===== config.mk =====
export PLATFORM = sky130hd
export DESIGN_NAME = vga_sync_generator_flat
export DESIGN_NICKNAME = d
export VERILOG_FILES = /design/src/rtl/vga_timing_pkg.sv /design/src/rtl/vga_sync_generator_if.sv /design/src/rtl/vga_axis_counter.sv /design/src/rtl/vga_sync_generator.sv /design/src/flat_wrapper.sv
export SDC_FILE = /design/constraint.sdc
export NUM_CORES = 1
export LEC_CHECK = 0
export CAP_MARGIN = 40
export CORE_MARGIN = 2
export CORE_UTILIZATION = 55
export CTS_CLUSTER_SIZE = 10
export DETAILED_ROUTE_END_ITERATION = 10
export DONT_BUFFER_PORTS = 1
export GPL_TIMING_DRIVEN = 0
export PLACE_DENSITY_LB_ADDON = 0.3
export RECOVER_POWER = 25
export SYNTH_ARGS = -nofsm -noshare
export SYNTH_HDL_FRONTEND = slang
export SYNTH_SLANG_ARGS = --single-unit

===== constraint.sdc =====
create_clock -name clk_in -period 3.7 [get_ports clk_in]
set_input_delay 0 -clock clk_in [delete_from_list [all_inputs] [get_ports clk_in]]
set_output_delay 0 -clock clk_in [all_outputs]
set_load 0.01 [all_outputs]

===== src/rtl/vga_timing_pkg.sv =====
// VGA timing constants, derived totals and sync windows for the 640x480@60 raster.
// Shared by the sync generator, its axis counters and its interface.
package vga_timing_pkg;
    localparam int COORD_W = 10;

    localparam int H_ACTIVE_DEF = 640;
    localparam int H_FP_DEF     = 16;
    localparam int H_SYNC_DEF   = 96;
    localparam int H_BP_DEF     = 48;
    localparam int V_ACTIVE_DEF = 480;
    localparam int V_FP_DEF     = 10;
    localparam int V_SYNC_DEF   = 2;
    localparam int V_BP_DEF     = 33;

    localparam int H_TOTAL      = H_ACTIVE_DEF + H_FP_DEF + H_SYNC_DEF + H_BP_DEF;
    localparam int V_TOTAL      = V_ACTIVE_DEF + V_FP_DEF + V_SYNC_DEF + V_BP_DEF;
    localparam int H_SYNC_START = H_ACTIVE_DEF + H_FP_DEF;
    localparam int H_SYNC_END   = H_SYNC_START + H_SYNC_DEF - 1;
    localparam int V_SYNC_START = V_ACTIVE_DEF + V_FP_DEF;
    localparam int V_SYNC_END   = V_SYNC_START + V_SYNC_DEF - 1;

    typedef logic [COORD_W-1:0] coord_t;
endpackage


===== src/rtl/vga_sync_generator_if.sv =====
// Raster timing bundle from the sync generator to the colour stage.
// Free-running: no handshake, the consumer samples every clock.
interface vga_sync_generator_if;
    import vga_timing_pkg::*;

    coord_t horizontal;
    coord_t vertical;
    logic   hsync_n;
    logic   vsync_n;
    logic   video_on;
    logic   pixel_tick;
    logic   frame_start;

    modport master (output horizontal, vertical, hsync_n, vsync_n, video_on, pixel_tick, frame_start);
    modport slave  (input  horizontal, vertical, hsync_n, vsync_n, video_on, pixel_tick, frame_start);
endinterface


===== src/rtl/vga_axis_counter.sv =====
// Wrapping 0..MAX counter for one raster axis; exposes next count so callers can register in step.
// Zero latency from enable to count_nxt; never stalls.
module vga_axis_counter
    import vga_timing_pkg::*;
#(
    parameter int MAX = H_TOTAL - 1
) (
    input  logic   clk,
    input  logic   rst_n,
    input  logic   en,
    output coord_t count,
    output coord_t count_nxt,
    output logic   wrap
);
    localparam coord_t MAX_C = coord_t'(MAX);

    coord_t count_q, count_d;

    always_comb begin
        count_d = count_q;
        wrap    = 1'b0;
        if (en) begin
            if (count_q == MAX_C) begin
                count_d = '0;
                wrap    = 1'b1;
            end else begin
                count_d = count_q + coord_t'(1);
            end
        end
    end

    always_ff @(posedge clk or negedge rst_n) begin
        if (!rst_n) count_q <= '0;
        else        count_q <= count_d;
    end

    assign count     = count_q;
    assign count_nxt = count_d;
endmodule


===== src/rtl/vga_sync_generator.sv =====
// Free-running VGA raster timing; all outputs registered alongside the counters, never stalls.
// VGA_SYNC_DIV2_EN: advance the raster every second clk_in cycle instead of every cycle.
module vga_sync_generator
    import vga_timing_pkg::*;
#(
    parameter int H_ACTIVE = H_ACTIVE_DEF,
    parameter int H_FP     = H_FP_DEF,
    parameter int H_SYNC   = H_SYNC_DEF,
    parameter int H_BP     = H_BP_DEF,
    parameter int V_ACTIVE = V_ACTIVE_DEF,
    parameter int V_FP     = V_FP_DEF,
    parameter int V_SYNC   = V_SYNC_DEF,
    parameter int V_BP     = V_BP_DEF
) (
    input  logic                   clk_in,
    input  logic                   reset_in,
    vga_sync_generator_if.master   vga
);
    localparam int H_TOT = H_ACTIVE + H_FP + H_SYNC + H_BP;
    localparam int V_TOT = V_ACTIVE + V_FP + V_SYNC + V_BP;

    localparam coord_t H_ACT_C = coord_t'(H_ACTIVE);
    localparam coord_t V_ACT_C = coord_t'(V_ACTIVE);
    localparam coord_t HS_BEG  = coord_t'(H_ACTIVE + H_FP);
    localparam coord_t HS_END  = coord_t'(H_ACTIVE + H_FP + H_SYNC - 1);
    localparam coord_t VS_BEG  = coord_t'(V_ACTIVE + V_FP);
    localparam coord_t VS_END  = coord_t'(V_ACTIVE + V_FP + V_SYNC - 1);

    if (H_TOT > 1024 || V_TOT > 1024) begin : g_range_check
        $error("vga_sync_generator: H_TOTAL/V_TOTAL exceed 10-bit coordinate range");
    end

    logic tick_en;

`ifdef VGA_SYNC_DIV2_EN
    logic div_q, div_d;

    always_comb div_d = ~div_q;

    always_ff @(posedge clk_in or negedge reset_in) begin
        if (!reset_in) div_q <= 1'b0;
        else           div_q <= div_d;
    end

    assign tick_en = div_q;
`else
    assign tick_en = 1'b1;
`endif

    coord_t h_cnt, h_nxt, v_cnt, v_nxt;
    logic   h_wrap, v_wrap;

    vga_axis_counter #(.MAX(H_TOT - 1)) u_h_cnt (
        .clk(clk_in), .rst_n(reset_in), .en(tick_en),
        .count(h_cnt), .count_nxt(h_nxt), .wrap(h_wrap)
    );

    vga_axis_counter #(.MAX(V_TOT - 1)) u_v_cnt (
        .clk(clk_in), .rst_n(reset_in), .en(h_wrap),
        .count(v_cnt), .count_nxt(v_nxt), .wrap(v_wrap)
    );

    logic hsync_n_q, hsync_n_d, vsync_n_q, vsync_n_d;
    logic video_on_q, video_on_d, pixel_tick_q, pixel_tick_d, frame_start_q, frame_start_d;

    // Decode from next-count values so the flags line up with the presented counters.
    always_comb begin
        hsync_n_d     = !((h_nxt >= HS_BEG) && (h_nxt <= HS_END));
        vsync_n_d     = !((v_nxt >= VS_BEG) && (v_nxt <= VS_END));
        video_on_d    = (h_nxt < H_ACT_C) && (v_nxt < V_ACT_C);
        pixel_tick_d  = tick_en;
        frame_start_d = v_wrap;
    end

    always_ff @(posedge clk_in or negedge reset_in) begin
        if (!reset_in) begin
            hsync_n_q     <= 1'b1;
            vsync_n_q     <= 1'b1;
            video_on_q    <= 1'b0;
            pixel_tick_q  <= 1'b0;
            frame_start_q <= 1'b0;
        end else begin
            hsync_n_q     <= hsync_n_d;
            vsync_n_q     <= vsync_n_d;
            video_on_q    <= video_on_d;
            pixel_tick_q  <= pixel_tick_d;
            frame_start_q <= frame_start_d;
        end
    end

    assign vga.horizontal  = h_cnt;
    assign vga.vertical    = v_cnt;
    assign vga.hsync_n     = hsync_n_q;
    assign vga.vsync_n     = vsync_n_q;
    assign vga.video_on    = video_on_q;
    assign vga.pixel_tick  = pixel_tick_q;
    assign vga.frame_start = frame_start_q;
endmodule


===== src/flat_wrapper.sv =====
// flat-port wrapper written by rule: the top's interface ports become plain ports
module vga_sync_generator_flat import vga_timing_pkg::*;
#(
    parameter int H_ACTIVE = H_ACTIVE_DEF,
    parameter int H_FP     = H_FP_DEF,
    parameter int H_SYNC   = H_SYNC_DEF,
    parameter int H_BP     = H_BP_DEF,
    parameter int V_ACTIVE = V_ACTIVE_DEF,
    parameter int V_FP     = V_FP_DEF,
    parameter int V_SYNC   = V_SYNC_DEF,
    parameter int V_BP     = V_BP_DEF
)
  (clk_in, reset_in, vga_horizontal, vga_vertical, vga_hsync_n, vga_vsync_n, vga_video_on, vga_pixel_tick, vga_frame_start);
  vga_sync_generator_if vga_i ();
  input  logic clk_in;
  input  logic reset_in;
  output wire logic [$bits(vga_i.horizontal)-1:0] vga_horizontal;
  output wire logic [$bits(vga_i.vertical)-1:0] vga_vertical;
  output wire logic [$bits(vga_i.hsync_n)-1:0] vga_hsync_n;
  output wire logic [$bits(vga_i.vsync_n)-1:0] vga_vsync_n;
  output wire logic [$bits(vga_i.video_on)-1:0] vga_video_on;
  output wire logic [$bits(vga_i.pixel_tick)-1:0] vga_pixel_tick;
  output wire logic [$bits(vga_i.frame_start)-1:0] vga_frame_start;
  assign vga_horizontal = vga_i.horizontal;
  assign vga_vertical = vga_i.vertical;
  assign vga_hsync_n = vga_i.hsync_n;
  assign vga_vsync_n = vga_i.vsync_n;
  assign vga_video_on = vga_i.video_on;
  assign vga_pixel_tick = vga_i.pixel_tick;
  assign vga_frame_start = vga_i.frame_start;
  vga_sync_generator #(.H_ACTIVE(H_ACTIVE), .H_FP(H_FP), .H_SYNC(H_SYNC), .H_BP(H_BP), .V_ACTIVE(V_ACTIVE), .V_FP(V_FP), .V_SYNC(V_SYNC), .V_BP(V_BP)) u_core (.clk_in(clk_in), .reset_in(reset_in), .vga(vga_i));
endmodule

-- Word-level counts from Yosys, hierarchy flattened
Cells that the tools add are included.
Widths: inputs -> output; s select.
- $add $sub $neg: 2
- order comparisons: 6
- equality and inequality tests: 2
- mux-type cells: 6
- reduce and logical (&&, ||, !) cells: 5
- operator list (operator ; count):
    $mux 10 ; 3
    $add 10x1->10 const B ; 2
    $eq 10x10->1 const B ; 2
    $ge 10x10->1 const B ; 1
    $ge 10x9->1 const B ; 1
    $le 10x10->1 const B ; 1
    $le 10x9->1 const B ; 1
    $lt 10x10->1 const B ; 1
    $lt 10x9->1 const B ; 1
    $logic_and 1x1->1 ; 3
    $mux 1 ; 3
    $logic_not 1->1 ; 2
- register bits after elaboration: 25
- bits of input ports: 2
- output and inout bits: 25
- logic and storage cells: 28

-- Longest topological paths before layout
- depth after elaboration: 6
- mapped depth: 8
- gate-level depth less buffers: 7

-- Modules after synthesis
From an unflattened synthesis, not the netlist that was laid out.
- cell total of the unflattened synthesis: 114
- area, all modules: 1255.0 um^2
- by module, submodules not included (module ; times used ; cells each ; area each (um^2) ; sequential area each (um^2)):
    vga_axis_counter at u_core.u_v_cnt ; 1 ; 53 ; 543.0 ; 250.2
    vga_axis_counter at u_core.u_h_cnt ; 1 ; 46 ; 519.2 ; 250.2
    vga_sync_generator ; 1 ; 15 ; 192.7 ; 127.6

-- Worst setup path after synthesis
Ideal clock, no wire load.
- path type: flip-flop to flip-flop
- start: register u_core.u_h_cnt.count_q[0], in the netlist u_core.u_h_cnt.count[0]
- end: register u_core.video_on_q, in the netlist u_core.vga.video_on
- setup time: 0.101 ns
- data arrival time: 1.792 ns
- data required time: 3.599 ns
- slack: 1.807 ns
- stages on the path, launching flop included: 7
- path buffers: 0
- period minus slack after synthesis: 1.893 ns
- path through: dfrtp_1 -> ha_1 -> nand2_1 -> nor4_4 -> a21oi_1 -> nand2b_1 -> o32ai_1
- word-level cells in the longest chain between the ends: 5
- elaborated cells on any way between the ends: 8
- classes of those cells: 1 x add/sub; 2 x order compare; 1 x eq/ne; 3 x mux; 1 x reduce/logical
- ends and longest elaborated chain (element ; RTL line ; source):
    start, declared ; vga_axis_counter.sv:17 ; coord_t count_q, count_d;
    start signal, assigned ; vga_axis_counter.sv:34 ; else count_q <= count_d;
    parallel branches: the longest is 4 deep, another holds $add 10x1->10 ; -- ;
    $logic_and 1x1->1 * ; vga_sync_generator.sv:70 ; video_on_d = (h_nxt < H_ACT_C) && (v_nxt < V_ACT_C);
    net u_core.video_on_d ; vga_sync_generator.sv:64 ; logic video_on_q, video_on_d, pixel_tick_q, pixel_tick_d, frame_start_q, frame_start_d;
    end signal, assigned ; vga_sync_generator.sv:85 ; video_on_q <= video_on_d;
    end, declared ; vga_sync_generator.sv:64 ;
Mark *: on every way through the listed nets, which the timed path passes.

-- Worst setup path after layout
Same ends and word-level chain as after synthesis.

==> impl_results.md <==
* Slew Limit Fails at 0
* H-tree levels at 1
* Setup TNS at 0 ps
* Complex-gate fraction of the synthesized area at 0.1059
* Final setup vio count at 0
* Proportion of layout cells with a drive suffix above 1 at 0.09877
* Area grow syn2layout at 5.422%
* CTS tree: done
* Worst setup endpoint: u_core.vga.video_on
* Post_cts resized at 0
* Synth async-reset ratio at 1.000
* Post-Syn Nets at 162
* Worst R2R Setup Slack at 1510 ps
* Design Power at 404.7 uW
* Startpoint Class: flip-flop
* Top Ports at 27
* RSZ-0062 raised after global routing: false
* Die Span Y at 55.42 um
* Vias in the first global route at 1163
* Least-Margin Pin Slew at 1323 ps
* R2R Path Start: u_core.u_h_cnt.count[0]
* Hpwl dp at 2.111 mm
* Clock Sinks at 25
* Synth Area in Adders at 0.03442
* Comb power frac at 0.015
* Crit path from: u_core.u_h_cnt.count[0]
* Via count at 1192
* Post-synth top area share at 0.3959
* Cell Pwr Density at 264.0 nW/um^2
* Largest net degree at the start of global routing at 26
* Worst flop-to-flop path endpoint: u_core.vga.video_on
* Die W at 55.42 um
* Main synth FF type: dfrtp_1
* Final net count at 169
* Multiplexer share of the synthesized area at 0.02065
* Full die area at 3071 sq um
* Row count at 18
* GP Congestion at 0.8632
* Max rail drop VDD at 197.3 uV
* Max-cap check violation count at 0
* Clk_skew at 12.78 ps
* Area contributors post-synth: dfrtp_1 40%, nand2_1 4.9%, xor2_1 4.2%, dfstp_2 3.6%, ha_1 3.4%
* Initial core utilization at 0.5816
* Critical Path RT at 3930 ps
* Avg Cell Area, Syn at 9.320 sq um
* Reg2Reg Depth at 6
* Critical Path Fanout Max at 8
* DRC at 0
* Status: finished clean
* Worst relative slew slack at 0.1182
* IO Port Bufs at 0
* CP Capture Type: flip-flop
* First-pass GRT wire length at 5.126 mm
* Sequential share of power at 0.678
* Total wire length at 2.952 mm
* Internal at 315.3 uW
* Layout filler cell count at 207
* Critical Setup Path Class: flip-flop to flip-flop
* P_leak at 0.6156 nW
* Ant. Diodes at 0
* Clock insertion delay at the later pin of the skew report at 320 ps
* GRT overflow at 0
* TritonCTS buffer count at 3
* Final worst path period share at 0.5927
* Library cells used by synthesis at 45
* Yosys warning count at 0
* Post-Synthesis Cells at 156
* Seq/Total Area, Yosys at 0.4320
* DR iter-0 viols at 52
* Post-synth EDFFs at 0
* Antenna-violating nets left at 0
* Leading cell type in the layout, fill and taps excluded: dfrtp_1
* Initial antenna violation count at 0
* Hold Violations, Final at 0
* Final min period at 2193 ps
* Highest clock rate at 456.0 MHz
* Drt first pass iters at 4
* Most frequent cells in the layout: 23 x dfrtp_1, 19 x nand2_1, 12 x nor2_1, 9 x nand3_1, 8 x inv_1
* Switching Fraction at 0.2209
* Routed len/inst at 15.38 um
* Root Buffer: clkbuf_4
* Worst Path Arrival at 2430 ps
* Synth Area in Simple Gates at 0.2883
* Clock transition at path regs at 150 ps
* Max Root-Sink Buffers at 2
* Net Sw Power at 89.39 uW
* Seq cells post-synth at 25
* Synth Area in XOR/XNOR at 0.07229
* Hold_ws at 483.9 ps
* Mapped Area at 1454 sq um
* Largest family of logic cells by synthesized area: simple AND/OR/NAND/NOR gates
* Core Area at 2500 sq um
* Yosys top cell by area: dfrtp_1
* Clock power share at 0.306
* Vias/cell at 6.208
* GRT Overall Usage at 0.2008
* Util after Layout at 0.6131
* Min-delay worst type: primary input to asynchronous set/reset pin
kinds of logic after synthesis:
| logic type | after synthesis |
|---|---|
| multiplexers | 3 |
| XOR/XNOR | 12 |
| buffers and inverters | 14 |
| other | 1 |
| flip-flops | 25 |
| adder cells (fa/ha/maj) | 4 |
| AO/OA/AOI/OAI | 24 |
| AND/OR/NAND/NOR | 73 |
cell type report:
| class | instances | area (sq um) | share of cell area |
|---|---|---|---|
| Multi-Input combinational cell | 117 | 762.0 | 0.4971 |
| Sequential cell | 25 | 628.1 | 0.4098 |
| Tap cell | 30 | 37.54 | 0.02449 |
| Buffer | 6 | 33.78 | 0.02204 |
| Inverter | 8 | 30.03 | 0.01959 |
| Clock buffer | 3 | 22.52 | 0.01469 |
| Timing Repair Buffer | 2 | 13.76 | 0.008980 |
| Clock inverter | 1 | 5.005 | 0.003265 |
registers in the layout, summed over array words and instances, names as in the netlist:
name / flops
u_core.vga.vsync_n: 1
u_core.vga.pixel_tick: 1
u_core.u_h_cnt.count: 10
u_core.vga.frame_start: 1
u_core.u_v_cnt.count: 10
u_core.vga.hsync_n: 1
u_core.vga.video_on: 1
synth_stat cells (2+ instances only):
cell type and number:
o21ai_1 5, ha_1 4, nand3_1 9, nand3b_1 2, dfrtp_1 23, nor2b_1 2, clkbuf_1 2, nand2b_1 3
o21ai_0 3, buf_2 3, nand2_1 19, inv_1 8, xor2_1 7, nor3_1 2, nand4_1 6, nand4b_1 3
dfstp_2 2, nor3b_1 2, nor2_1 12, a21oi_1 6, and3_1 2, mux2i_1 3, xnor2_1 5, nor4_1 2
metal layers:
metal | vias up | routed length [um] | share of wire | global-route usage
li1 | 563 | - | - | -
met1 | 582 | 1433 | 0.49 | 0.2907
met2 | 45 | 1329 | 0.45 | 0.3095
met3 | 2 | 175 | 0.059 | 0.03513
met4 | 0 | 12 | 0.0041 | 0.05575
met5 | - | 0 | 0 | 0
power by group through the flow:
stage	Combinational, mW	Sequential [mW]	Clock, mW
CTS	0.00902	0.275	0.129
global placement	0.0000881	0.280	0
floorplan	0.0000881	0.280	0
finish	0.00620	0.274	0.124
detailed placement	0.0000881	0.280	0
global route	0.00761	0.275	0.137
worst max-delay path: stages (launching register included):
cell	delay, ps
dfrtp_1	530
ha_1	300
nand2_1	230
nor4_4	470
a21oi_1	140
nand2b_1	180
o32ai_1	270
stage by stage:
stage	setup WS, ps	area (sq um)	std cells
6_report	1507	1533	192
3_3_place_gp	1563	1491	186
3_5_place_dp	1542	1491	186
4_1_cts	1515	1549	192
2_1_floorplan	1807	1454	156
5_1_grt	1295	1533	192
timing repair:
action                                 4_1_cts  5_1_grt
endpoints found under the hold margin       25        0
hold buffers                                 2        0
buffers inserted                             0        0
how the worst min path moves through the flow:
stage	end	slack (ps)
6_report	u_core.u_v_cnt.count[4]	480
5_1_grt	u_core.u_v_cnt.count[8]	600
4_1_cts	u_core.u_h_cnt.count[8]	90
3_5_place_dp	u_core.u_h_cnt.count[7]	-290
3_3_place_gp	u_core.u_h_cnt.count[7]	-290
2_1_floorplan	u_core.u_h_cnt.count[0]	-300
No activity file was read; power rests on OpenSTA's default activity.
